File: config.mk
export PLATFORM = sky130hd
export DESIGN_NAME = freq_reporter
export DESIGN_NICKNAME = d
export VERILOG_FILES = /design/src/rtl/freq_reporter.sv
export SDC_FILE = /design/constraint.sdc
export NUM_CORES = 1
export LEC_CHECK = 0
export ABC_AREA = 1
export CORE_MARGIN = 3
export CORE_UTILIZATION = 28
export DETAILED_ROUTE_END_ITERATION = 12
export HOLD_SLACK_MARGIN = 0.03
export PLACE_DENSITY = 0.54
export RECOVER_POWER = 100
export SKIP_CTS_REPAIR_TIMING = 1
export SLEW_MARGIN = 20
export SYNTH_ARGS = -nofsm -noshare
export SYNTH_HDL_FRONTEND = slang
export SYNTH_SLANG_ARGS = --single-unit
File: constraint.sdc
create_clock -name clk -period 4.1 [get_ports clk]
set_clock_uncertainty 0.2 [all_clocks]
set_input_delay 0.41 -clock clk [delete_from_list [all_inputs] [get_ports clk]]
set_output_delay 0.41 -clock clk [all_outputs]
set_load 0.03 [all_outputs]
File: src/rtl/freq_reporter.sv
// freq_reporter: buffers 32-bit frequency counts and frames each one as header, LSB-first value bytes and an optional XOR checksum.
// Define FREQ_REPORTER_CHECKSUM_EN for the 6-byte frame with checksum; without it the frame is 5 bytes.
module freq_reporter #(
  parameter int unsigned DEPTH  = 4,
  parameter logic [7:0]  HEADER = 8'hA5
) (
  input  logic        clk,
  input  logic        rst,
  input  logic        meas_valid,
  input  logic [31:0] meas_value,
  input  logic        overflow_clr,
  output logic        fifo_full,
  output logic        overflow,
  output logic        tx_start,
  output logic [31:0] tx_word,
  output logic [2:0]  tx_bytes,
  input  logic        tx_busy,
  output logic [15:0] frames_sent
);
  localparam int unsigned AW       = $clog2(DEPTH);
  localparam logic [AW:0] FULL_CNT = (AW+1)'(DEPTH);

  typedef enum logic [2:0] {
    IDLE      = 3'd0,
    START_A   = 3'd1,
    WAIT_HI_A = 3'd2,
    WAIT_LO_A = 3'd3,
    START_B   = 3'd4,
    WAIT_HI_B = 3'd5,
    WAIT_LO_B = 3'd6
  } state_t;

  state_t        state_q, state_d;
  logic [AW-1:0] rd_ptr_q, rd_ptr_d, wr_ptr_q, wr_ptr_d;
  logic [AW:0]   count_q, count_d;
  logic [31:0]   mem_q [DEPTH];
  logic [31:0]   head;
  logic [7:0]    v_top_q, v_top_d;
  logic [31:0]   tx_word_q, tx_word_d, word_b;
  logic [2:0]    tx_bytes_q, tx_bytes_d, bytes_b;
  logic          tx_start_q, tx_start_d;
  logic          overflow_q, overflow_d;
  logic [15:0]   frames_sent_q, frames_sent_d;
  logic          pop, push_ok;

  assign head = mem_q[rd_ptr_q];

`ifdef FREQ_REPORTER_CHECKSUM_EN
  logic [7:0] chk_q, chk_d;

  always_comb begin
    chk_d = chk_q;
    if (pop) chk_d = HEADER ^ head[7:0] ^ head[15:8] ^ head[23:16] ^ head[31:24];
  end

  always_ff @(posedge clk or posedge rst) begin
    if (rst) chk_q <= '0;
    else     chk_q <= chk_d;
  end

  assign word_b  = {16'h0, chk_q, v_top_q};
  assign bytes_b = 3'd2;
`else
  assign word_b  = {24'h0, v_top_q};
  assign bytes_b = 3'd1;
`endif

  always_comb begin
    state_d       = state_q;
    v_top_d       = v_top_q;
    tx_word_d     = tx_word_q;
    tx_bytes_d    = tx_bytes_q;
    tx_start_d    = 1'b0;
    frames_sent_d = frames_sent_q;
    pop           = 1'b0;
    case (state_q)
      IDLE: begin
        if (count_q != '0 && !tx_busy) begin
          pop        = 1'b1;
          v_top_d    = head[31:24];
          tx_word_d  = {head[23:0], HEADER};
          tx_bytes_d = 3'd4;
          tx_start_d = 1'b1;
          state_d    = START_A;
        end
      end
      START_A:   state_d = WAIT_HI_A;
      WAIT_HI_A: if (tx_busy) state_d = WAIT_LO_A;
      WAIT_LO_A: begin
        if (!tx_busy) begin
          tx_word_d  = word_b;
          tx_bytes_d = bytes_b;
          tx_start_d = 1'b1;
          state_d    = START_B;
        end
      end
      START_B:   state_d = WAIT_HI_B;
      WAIT_HI_B: if (tx_busy) state_d = WAIT_LO_B;
      WAIT_LO_B: begin
        if (!tx_busy) begin
          frames_sent_d = frames_sent_q + 16'd1;
          state_d       = IDLE;
        end
      end
      default:   state_d = IDLE;
    endcase
  end

  // A full FIFO still accepts a push when the head leaves in the same cycle.
  always_comb begin
    push_ok    = meas_valid && (count_q != FULL_CNT || pop);
    rd_ptr_d   = pop ? rd_ptr_q + 1'b1 : rd_ptr_q;
    wr_ptr_d   = push_ok ? wr_ptr_q + 1'b1 : wr_ptr_q;
    count_d    = count_q;
    if (push_ok && !pop)      count_d = count_q + 1'b1;
    else if (!push_ok && pop) count_d = count_q - 1'b1;
    overflow_d = overflow_clr ? 1'b0 : overflow_q;
    if (meas_valid && !push_ok) overflow_d = 1'b1;
  end

  always_ff @(posedge clk) begin
    if (push_ok) mem_q[wr_ptr_q] <= meas_value;
  end

  always_ff @(posedge clk or posedge rst) begin
    if (rst) begin
      state_q       <= IDLE;
      rd_ptr_q      <= '0;
      wr_ptr_q      <= '0;
      count_q       <= '0;
      v_top_q       <= '0;
      tx_word_q     <= '0;
      tx_bytes_q    <= '0;
      tx_start_q    <= 1'b0;
      overflow_q    <= 1'b0;
      frames_sent_q <= '0;
    end else begin
      state_q       <= state_d;
      rd_ptr_q      <= rd_ptr_d;
      wr_ptr_q      <= wr_ptr_d;
      count_q       <= count_d;
      v_top_q       <= v_top_d;
      tx_word_q     <= tx_word_d;
      tx_bytes_q    <= tx_bytes_d;
      tx_start_q    <= tx_start_d;
      overflow_q    <= overflow_d;
      frames_sent_q <= frames_sent_d;
    end
  end

  assign fifo_full   = (count_q == FULL_CNT);
  assign overflow    = overflow_q;
  assign tx_start    = tx_start_q;
  assign tx_word     = tx_word_q;
  assign tx_bytes    = tx_bytes_q;
  assign frames_sent = frames_sent_q;
endmodule
# Yosys cells after proc, flatten, opt, wreduce, memory -nomap -nowiden

Memories as Yosys holds them, arrays and structs flattened.
Index checks and enable logic that the tools add are counted.

Add/subtract/negate cells: 5
Reductions and logical operators: 18
Bitwise operators: 1
Muxes and demuxes: 22
Equal/unequal tests: 13

Operator list:

| operator                                                            | count |
|---|---|
| 32-bit 2-to-1 mux                                                   | 2 |
| 32-bit one-hot mux with 2 select lines                              | 1 |
| 3-bit 2-to-1 mux                                                    | 9 |
| 3-bit one-hot mux with 7 select lines                               | 1 |
| 16-bit by 1-bit adder with 16-bit output (second input constant)    | 1 |
| 3-bit == test (second input constant)                               | 4 |
| 2-bit != test (second input constant)                               | 5 |
| 1-bit 2-to-1 mux                                                    | 7 |
| 3-bit by 2-bit == test with 1-bit output (second input constant)    | 2 |
| 3-bit one-hot mux with 2 select lines                               | 1 |
| 2-bit nonzero test                                                  | 3 |
| 1-bit logical AND                                                   | 5 |
| 5-bit AND reduction                                                 | 1 |
| 2-bit by 1-bit adder with 2-bit output (second input constant)      | 2 |
| 2-bit AND reduction                                                 | 2 |
| 3-bit by 1-bit adder with 3-bit output (second input constant)      | 1 |
| 3-bit by 1-bit == test with 1-bit output (second input constant)    | 1 |
| 1-bit logical NOT                                                   | 3 |
| 3-bit logical NOT                                                   | 1 |
| 3-bit != test (second input constant)                               | 1 |
| 3-bit AND reduction                                                 | 1 |
| 3-bit nonzero test                                                  | 1 |
| 3-bit by 1-bit subtractor with 3-bit output (second input constant) | 1 |
| 1-bit one-hot mux with 2 select lines                               | 1 |
| other kinds (2)                                                     | 2 |

RAM bits: 128
Output and inout port bits: 54
Flip-flop bits (word level): 71
Memories: 1
Input port bits: 37
Word-level logic and storage cells: 70

Memory list:

| memory | words | bits a word | read ports | clocked after Yosys merged registers in | write ports | line | source |
|---|---|---|---|---|---|---|---|
| mem_q  | 4     | 32          | 1          | 0                                       | 1           | 36   | `logic [31:0] mem_q [DEPTH];` |

# Logic depth before layout (Yosys ltp)

Depth in word-level cells: 10
Depth in mapped cells: 14
Gate-level depth less buffers: 13

# Worst setup path after synthesis

OpenSTA, ideal clock, no wires.

Path kind: register to register
From: reg state_q[1]
To: mem mem_q[0][0] (enable)
Clock period less this slack: 3029 ps
Cell stages (with the launch flop): 9
Setup slack: 1071 ps
Data arrival time: 2408 ps
Cell sequence: dfrtp_1 buf_4 inv_2 nand3_4 inv_2 nand3_4 nand2_1 nand2_2 nor2_1

Cells in the longest elaborated chain, start to end: 6

RTL lines:

| item                                   | line | source |
|---|---|---|
| start, declared                        | 33   | `state_t state_q, state_d;` |
| start signal, assigned                 | 138  | `state_q <= state_d;` |
| 3-bit logical NOT                      | 76   | `case (state_q)` |
| 1-bit 2-to-1 mux                       | 76   |  |
| 1-bit logical OR                       | 111  | `push_ok = meas_valid && (count_q != FULL_CNT \|\| pop);` |
| 1-bit logical AND                      | 111  |  |
| 1-bit 2-to-1 mux                       | 122  | `if (push_ok) mem_q[wr_ptr_q] <= meas_value;` |
| 1-bit 2-to-1 mux (not written as such) | 122  |  |
| end, declared                          | 36   |  |

Every way passes these cells.

# Worst setup path in the final report

From: reg state_q[0]
To: mem mem_q[0][4] (enable)

Same word-level chain as after synthesis.

==> impl_metrics.json <==
{
  "netlist_area_um2": 8000,
  "clock_sinks": 198,
  "p_clk_share_pct": 24.6,
  "ys_warn_count": 0,
  "layout_common_cells": "216 x nand2_1, 128 x edfxtp_1, 90 x nand3_1, 86 x dlygate4sd3_1, 69 x dfrtp_1",
  "critPathMaxStageDelay_ps": 930,
  "crit_family": "simple AND/OR/NAND/NOR gates",
  "internal-power_uw": 4330,
  "htreeDepth": 4,
  "worstPathRequired_ps": 4010,
  "slew_violations": 56,
  "syn_inst": 701,
  "insertion_delay_ps": 430,
  "grt_pass1_vias": 5226,
  "finalWirelength_mm": 17.7,
  "clk_pin_slew_ps": 70,
  "post-dp-hpwl_mm": 11.3,
  "swShare_pct": 37.4,
  "grt_usage_pct": 12.0,
  "startpoint": "state_q[0]",
  "yosysSeqAreaShare_pct": 70.0,
  "synthAdderAreaFrac_pct": 1.19,
  "slew_headroom_pct": -72.2,
  "synthesis.nets": 745,
  "yosys.area_share.simple_pct": 20.1,
  "synth_top_area_cell": "edfxtp_1",
  "syn_area_per_cell_um2": 11.4,
  "cts_made_buffers": 17,
  "fin_nets": 837,
  "drive_gt1_share_pct": 6.45,
  "rrSetupSlack_ps": 940,
  "synth_top_cell_area_share_pct": 48.1,
  "final.period_utilization_pct": 77.0,
  "worstReg2RegStart": "state_q[0]",
  "final_common_cell": "nand2_1",
  "grt_antenna_before_repair": 1,
  "cp-end-kind": "flop",
  "p_comb_share_pct": 33.6,
  "finalSetupViolCount": 0,
  "fin_crit_ps": 3160,
  "p_leak_uw": 0.00392,
  "crit_type": "reg2reg",
  "synthToLayoutAreaGrowth_pct": 22.8,
  "worstRegToRegCells": 8,
  "tns_ps": 0,
  "power_density_nw_per_um2": 704,
  "synth.area.mux_share_pct": 0.141,
  "die_w_um": 175,
  "crit_arrival_ps": 3070,
  "dieArea_um2": 30600,
  "coreArea_um2": 27900,
  "rows": 61,
  "hp-class": "reg2reg",
  "grt_max_degree": 67,
  "power_switching_uw": 2580,
  "grt_overflow": 0,
  "tightest_slew_ps": 2570,
  "vias_per_cell": 4.39,
  "r2r-end": "mem_q[0][4]",
  "drt_iter0_markers": 276,
  "drc_errors": 0,
  "max_freq_ghz": 0.317,
  "crit_chain": "inv_1 > nand3_1 > inv_1 > nand3_4 > nand2_1 > nand2_1 > nor2_1 > buf_4",
  "path_buf_inv": 3,
  "die_h_um": 175,
  "grt_pass1_wl_mm": 28.3,
  "ios": 91,
  "synthTopCellsByArea": "edfxtp_1 48%, dfrtp_1 22%, nand2_1 9.5%, nand3_1 5.5%, nor2_1 2.1%",
  "wl_per_cell_um": 15.0,
  "vias": 5195,
  "vdd.ir_drop.worst_v": 0.000331,
  "stdcell_count": 1184,
  "status": "complete, but fails checks",
  "ys_seq_elements": 198,
  "dp.cells": 1152,
  "synthDistinctLibCells": 34,
  "endpoint": "mem_q[0][4]",
  "place_congestion": 0.783,
  "cp_max_fo": 12,
  "min_delay_path_depth": 2,
  "ant_nets": 0,
  "cts-root-buf": "clkbuf_16",
  "diodes": 0,
  "rsz0062_at_grt": "false",
  "timing.max_cap.violations": 1,
  "crit_cells": 8,
  "cts_tree": "built",
  "violations": "capacitance limit, slew limit",
  "finalHoldViolations": 0,
  "synth-xor-area-share_pct": 1.42,
  "clock_path_buffers": 2,
  "crit_path_start_kind": "flop",
  "synth_compound_area_share_pct": 3.18,
  "drt_first_pass_iters": 4,
  "synth_top_family_by_area": "simple AND/OR/NAND/NOR gates",
  "worst_path_max_delay_cell": "nor2_1",
  "io_buffers": 89,
  "start_util_pct": 28.6,
  "p_seq_share_pct": 41.8
}
-- logic make-up after synthesis --
logic type | after synthesis
simple gates | 365
flops | 198
buf+inv | 68
compound gates | 48
xor+xnor | 13
fa+ha+maj | 7
other cells | 1
mux | 1
-- synthesized netlist by cell type (all sizes together) --
cell and count:
a21oi 4, buf 16, xnor2 6, nand2 216, nor2 50, o21a 1
dfrtp 70, nor3 1, nand3 91, xor2 7, fa 1, inv 40
mux2 1, edfxtp 128, o21ai 34, clkbuf 12, a31oi 1, ha 6
nand4 7, o22ai 8, conb 1
-- sequential cells by signal (all words and copies together) (netlist names), 2 cells and up --
register     cells
count_q          3
frames_sent     16
mem_q          128
rd_ptr_q         2
state_q          3
tx_bytes         2
tx_word         32
v_top_q          8
wr_ptr_q         2
-- worst min-delay path: cells and delay by family (launching register included) --
family	cells	cell delay [ps]
DFF	1	340
and+or+nand+nor	2	90
-- layer usage --
metal / vias up / track usage (%) / part of all wire, %
li1: 2544 / - / -
met1: 2515 / 15.8 / 47
met2: 112 / 19.5 / 47
met3: 22 / 2.96 / 4.1
met4: 2 / 3.82 / 1.5
met5: - / 0 / 0.039
-- power groups by stage --
stage	sequential (uW)	combinational, uW	clock, uW
floorplan	3240	1330	0
detailed placement	2950	2510	0
global route	2950	2610	1830
finish	2890	2320	1700
CTS	2910	2530	1740
global placement	2950	2490	0
-- stage by stage --
step	hold WS (ps)	utilization [%]	setup slack (ps)	cell area, um^2	power [uW]
floorplan	281	-	1070	8000	4570
global placement	252	33.4	1080	9320	5430
detailed placement	259	33.4	1030	9320	5460
CTS	275	35.5	1370	9930	7180
global route	288	35.2	643	9820	7390
finish	262	35.2	942	9820	6910
-- cell type report --
cell class | instances | area [um^2]
Clock buffer | 19 | 443
Clock inverter | 13 | 163
Fill cell | 2801 | 18100
Inverter | 40 | 158
Multi-Input combinational cell | 435 | 2020
Sequential cell | 198 | 5600
Tap cell | 378 | 473
Timing Repair Buffer | 101 | 970
-- worst min-delay path by stage --
| stage | startpoint | endpoint | slack, ps |
|---|---|---|---|
| after floorplan | v_top_q[0] | tx_word[0] | 280 |
| after global placement | tx_word[11] | tx_word[11] | 250 |
| after detailed placement | tx_word[11] | tx_word[11] | 260 |
| after CTS | tx_word[11] | tx_word[11] | 270 |
| after global routing | tx_word[20] | tx_word[20] | 290 |
| final | tx_word[11] | tx_word[11] | 260 |
Note: power is estimated with default switching activity, not from simulation.
